### config.mk
export PLATFORM = sky130hd
export DESIGN_NAME = mem_wb_regfile
export DESIGN_NICKNAME = d
export VERILOG_FILES = /design/src/rtl/mem_wb_regfile.sv
export SDC_FILE = /design/constraint.sdc
export NUM_CORES = 2
export LEC_CHECK = 0
export ABC_AREA = 1
export CAP_MARGIN = 25
export CORE_AREA = 5 5 539 275
export CTS_CLUSTER_DIAMETER = 120
export DETAILED_ROUTE_END_ITERATION = 7
export DIE_AREA = 0 0 544 280
export PLACE_DENSITY_LB_ADDON = 0.08
export SLEW_MARGIN = 5
export SYNTH_ARGS = -nofsm -noshare
export SYNTH_HDL_FRONTEND = slang
export SYNTH_SLANG_ARGS = --single-unit
### constraint.sdc
create_clock -name clk -period 2.9 [get_ports clk]
set_input_delay 0.29 -clock clk [delete_from_list [all_inputs] [get_ports clk]]
set_output_delay 0.29 -clock clk [all_outputs]
set_load 0.01 [all_outputs]
### src/rtl/mem_wb_regfile.sv
// MEM/WB pipeline register plus the architectural integer register file.
// Captures the memory stage's write-back triple every unstalled cycle and
// retires it into the register file on the following edge. Decode reads two
// ports with write-through bypass; execute sees a forwarding tap of the WB
// stage. A free-running counter tracks retired instructions.
module mem_wb_regfile #(
  parameter  int XLEN  = 32,
  parameter  int NREG  = 32,
  parameter  int CNT_W = 64,
  localparam int IDX_W = $clog2(NREG)
) (
  input  logic             clk,
  input  logic             rstn,
  input  logic             mem_valid,
  input  logic [IDX_W-1:0] mem_rd_idx,
  input  logic             mem_rd_en,
  input  logic [XLEN-1:0]  mem_rd_data,
  input  logic             wb_stall,
  input  logic             wb_flush,
  input  logic [IDX_W-1:0] rs1_idx,
  input  logic [IDX_W-1:0] rs2_idx,
  output logic [XLEN-1:0]  rs1_data,
  output logic [XLEN-1:0]  rs2_data,
  output logic             wb_fwd_en,
  output logic [IDX_W-1:0] wb_fwd_idx,
  output logic [XLEN-1:0]  wb_fwd_data,
  output logic [CNT_W-1:0] instret
);

  logic             wb_valid_q,   wb_valid_d;
  logic             wb_rd_en_q,   wb_rd_en_d;
  logic [IDX_W-1:0] wb_rd_idx_q,  wb_rd_idx_d;
  logic [XLEN-1:0]  wb_rd_data_q, wb_rd_data_d;
  logic [CNT_W-1:0] instret_q,    instret_d;
  logic [XLEN-1:0]  regs_q [NREG];
  logic [XLEN-1:0]  regs_d [NREG];

  logic retire;
  logic rf_write;

  // The WB instruction leaves the stage only when it is live and not frozen.
  assign retire   = wb_valid_q & ~wb_stall;
  assign rf_write = retire & wb_rd_en_q & (wb_rd_idx_q != '0);

  // WB register next state: stall holds everything and outranks flush.
  always_comb begin
    // NOTE: every combinational output gets a default first so no path leaves it unassigned (no latch).
    wb_valid_d   = wb_valid_q;
    wb_rd_en_d   = wb_rd_en_q;
    wb_rd_idx_d  = wb_rd_idx_q;
    wb_rd_data_d = wb_rd_data_q;
    if (!wb_stall) begin
      wb_rd_idx_d  = mem_rd_idx;
      wb_rd_data_d = mem_rd_data;
      if (wb_flush) begin
        wb_valid_d = 1'b0;
        wb_rd_en_d = 1'b0;
      end else begin
        wb_valid_d = mem_valid;
        wb_rd_en_d = mem_valid & mem_rd_en;
      end
    end
  end

  // Register file next state: a single write port driven by the retiring WB entry.
  always_comb begin
    regs_d = regs_q;
    if (rf_write) regs_d[wb_rd_idx_q] = wb_rd_data_q;
  end

  // Retired-instruction counter; wraps silently at full width.
  always_comb begin
    instret_d = instret_q + {{(CNT_W-1){1'b0}}, retire};
  end

  // WB pipeline register and instret state.
  always_ff @(posedge clk or negedge rstn) begin
    // NOTE: sequential state uses non-blocking assignments so all flops sample pre-edge values.
    if (!rstn) begin
      wb_valid_q   <= 1'b0;
      wb_rd_en_q   <= 1'b0;
      wb_rd_idx_q  <= '0;
      wb_rd_data_q <= '0;
      instret_q    <= '0;
    end else begin
      wb_valid_q   <= wb_valid_d;
      wb_rd_en_q   <= wb_rd_en_d;
      wb_rd_idx_q  <= wb_rd_idx_d;
      wb_rd_data_q <= wb_rd_data_d;
      instret_q    <= instret_d;
    end
  end

  // Architectural register storage.
  always_ff @(posedge clk or negedge rstn) begin
    // NOTE: the register file is reset to zero because architectural state must be defined after reset; this forces flops rather than a RAM macro.
    if (!rstn) begin
      for (int i = 0; i < NREG; i++) regs_q[i] <= '0;
    end else begin
      for (int i = 0; i < NREG; i++) regs_q[i] <= regs_d[i];
    end
  end

  // Read port 1: x0 reads zero, then same-cycle write bypass, then storage.
  always_comb begin
    rs1_data = regs_q[rs1_idx];
    if (rs1_idx == '0)
      rs1_data = '0;
    else if (retire && wb_rd_en_q && (wb_rd_idx_q == rs1_idx))
      rs1_data = wb_rd_data_q;
  end

  // Read port 2: same priority as port 1.
  always_comb begin
    rs2_data = regs_q[rs2_idx];
    if (rs2_idx == '0)
      rs2_data = '0;
    else if (retire && wb_rd_en_q && (wb_rd_idx_q == rs2_idx))
      rs2_data = wb_rd_data_q;
  end

  // Forwarding tap is visible even while WB is stalled.
  assign wb_fwd_en   = wb_valid_q & wb_rd_en_q & (wb_rd_idx_q != '0);
  assign wb_fwd_idx  = wb_rd_idx_q;
  assign wb_fwd_data = wb_rd_data_q;
  assign instret     = instret_q;

endmodule

==> impl_metrics.tcl <==
set metrics [dict create \
    port_buffers 218 \
    grt_pass1_wl_um 399000 \
    dp_hpwl_um 175000 \
    die_width_um 544 \
    wl_per_cell_um 25.6 \
    syn_nets 8632 \
    synth.area.top_cells "dfrtp_1, nand2_1, o21ai_0" \
    place_ws_ns -0.294 \
    synth.most_common_cell "nand2_1" \
    critPathArrivalTime_ns 2.68 \
    ys_types 33 \
    yosys_register_bits 1127 \
    yosysSeqAreaShare 0.452 \
    multi_input_area_um2 29200 \
    antenna_found_initial 17 \
    htree_levels 3 \
    grt_pass1_vias 57800 \
    gp_congestion 0.932 \
    clock_path_buffers 3 \
    setup_viol 19 \
    holdCritPathClass "in -> async" \
    slew-limit-headroom 0.325 \
    area_growth_pct 19.1 \
    period_needed_ns 2.97 \
    grt_usage 0.350 \
    numCtsBuffers 112 \
    drtIter0Drc 9398 \
    final_area_um2 74400 \
    ant_nets 0 \
    core_um2 144000 \
    drv_cap 0 \
    startpoint_type "register" \
    fin_setup_tns_ns -0.608 \
    ff2ff_path_depth 14 \
    yosysWarnings 0 \
    synth_cells 8577 \
    tightest_slew_ns 1.01 \
    power_density_nw_per_um2 508 \
    placed_area_um2 69700 \
    synth_area_um2 62400 \
    status "finished with violations" \
    rsz0062_at_grt "true" \
    fillerInstances 13900 \
    period_share 1.03 \
    syn_area_per_cell_um2 7.28 \
    hold-worst-slack_ns 0.0661 \
    max_freq_mhz 336 \
    worstSetupEndpointType "output pin" \
    seq_area_um2 28200 \
    required_ns 2.61 \
    synth_edf_count 0 \
    synth_ff_type "dfrtp_1" \
    final_util 0.517 \
    cts.sinks 1127 \
    yosysTopAreaCellShare 0.452 \
    die_h_um 280 \
    drive_gt1_frac 0.107 \
    vdd.ir_drop.worst_mv 0.468 \
    ys_async_sr_fraction 1.00 \
    critPathKind "reg -> out" \
    placementRows 99 \
    wl_um 272000 \
    clock_skew_ns 0.0366 \
    cts_tree "done" \
    drc 2 \
    worst_slack_ns -0.0740 \
    leakage_nw 33.8 \
    gr-total-overflow 0 \
    synth.top_cells.by_count "nand2_1, o21ai_0, dfrtp_1" \
    hold_viol 0 \
    cp_max_fo 4 \
    worst_skew_pair.late_latency_ns 0.76 \
    violations "DRC, setup timing" \
    nets 8679 \
    cts_root_buffer "clkbuf_16" \
    via_count 63700 \
    yosys.area.top_type "dfrtp_1" \
    clkTransAtPathRegs_ns 0.07 \
    initial_core_util 0.434 \
    report.final.slew_viol_count 0 \
    drt_pass1_iterations 8 \
    dieArea_um2 152000 \
    grt_max_degree 114 \
    ios 219 \
    via_per_inst 5.98 \
]
-- flip-flops by register name (all words and copies together), names as in the netlist --
register and count:
wb_fwd_idx 5, wb_valid_q 1, instret 64, wb_fwd_data 32, regs_q 1024, wb_rd_en_q 1
-- final timing paths --
path	start	to	slack, ns
max	wb_fwd_idx[2]	rs2_data[9]	-0.07
min	rstn	instret[14]	0.07
max reg2reg	wb_valid_q	instret[50]	0.27
min reg2reg	regs_q[1007]	regs_q[1007]	0.38
max in group asynchronous	rstn	regs_q[415]	1.68
min in group clk	mem_rd_data[0]	wb_fwd_data[0]	0.10
-- timing repair --
| item | 4_1_cts | 5_1_grt |
|---|---|---|
| hold endpoints to repair | 562 | 0 |
| buffers inserted | 29 | 9 |
| hold buffers | 1 | 0 |
| endpoints found under the setup margin | 64 | 65 |
| cloned | 6 | 4 |
| pin swaps | 23 | 32 |
| gates resized for setup | 358 | 96 |
-- critical path, cell delays in order, from the launching register on --
cell	delay (ns)
dfrtp_1	0.41
inv_2	0.08
nor2_2	0.04
nor4_4	0.39
buf_6	0.21
buf_6	0.10
nand4_1	0.26
a21oi_2	0.26
buf_2	0.16
-- power by group --
part	internal, mW	total, mW	switching, mW
Sequential	16.0	16.4	0.362
Combinational	1.85	5.68	3.83
Clock	8.69	15.7	7.02
Total	26.6	37.8	11.2
-- stage by stage --
stage,total power [mW],instances
2_1_floorplan,19.2,8577
3_3_place_gp,22.1,10400
3_5_place_dp,22.2,10400
4_1_cts,37.7,10600
5_1_grt,39.1,10600
6_report,37.8,10600
-- layer usage --
metal  vias to the layer above  routed length, um  track usage
li1                      28500                  -            -
met4                         2              10600        0.121
met5                         -                 13            0
met2                      4044             105000        0.470
met3                       577              36700        0.104
met1                     30500             120000        0.531
-- cell families after synthesis --
logic type | share of synthesized area
adder cells (fa/ha/maj) | 0.000401
AO/OA/AOI/OAI | 0.204
XOR/XNOR | 0.00884
buffers and inverters | 0.0924
AND/OR/NAND/NOR | 0.242
flip-flops | 0.452
-- area by class of cell --
| class | count | share of cell area |
|---|---|---|
| inverter | 713 | 0.0364 |
| clock inverter | 46 | 0.00732 |
| tap | 1919 | 0.0323 |
| timing repair buffer | 703 | 0.107 |
| antenna | 2 | 0.0000673 |
| sequential | 1127 | 0.379 |
| multi-input combinational | 5967 | 0.393 |
| clock buffer | 160 | 0.0446 |
-- layout by cell type, fill, tap and decap left out, types with 15 or more instances in the layout --
cell type	Yosys	routed
clkbuf_8	0	33
nand4_1	32	32
o21ai_0	1406	1400
buf_12	0	168
a21oi_1	333	317
buf_6	4	30
dfrtp_1	1127	1126
clkinv_2	0	24
clkdlybuf4s50_1	0	143
nand2_1	2251	2227
clkbuf_1	563	15
or2_2	31	31
buf_4	1	294
o211ai_1	503	503
nor3_1	47	45
clkbuf_16	0	116
nor2_1	303	267
nor2_2	1	19
inv_1	701	693
xnor2_1	25	25
nor2_4	0	18
buf_2	133	49
xor2_1	38	38
nand2_4	0	28
o21bai_1	33	28
nand3_1	922	903
(Power assumes the default switching activity.)
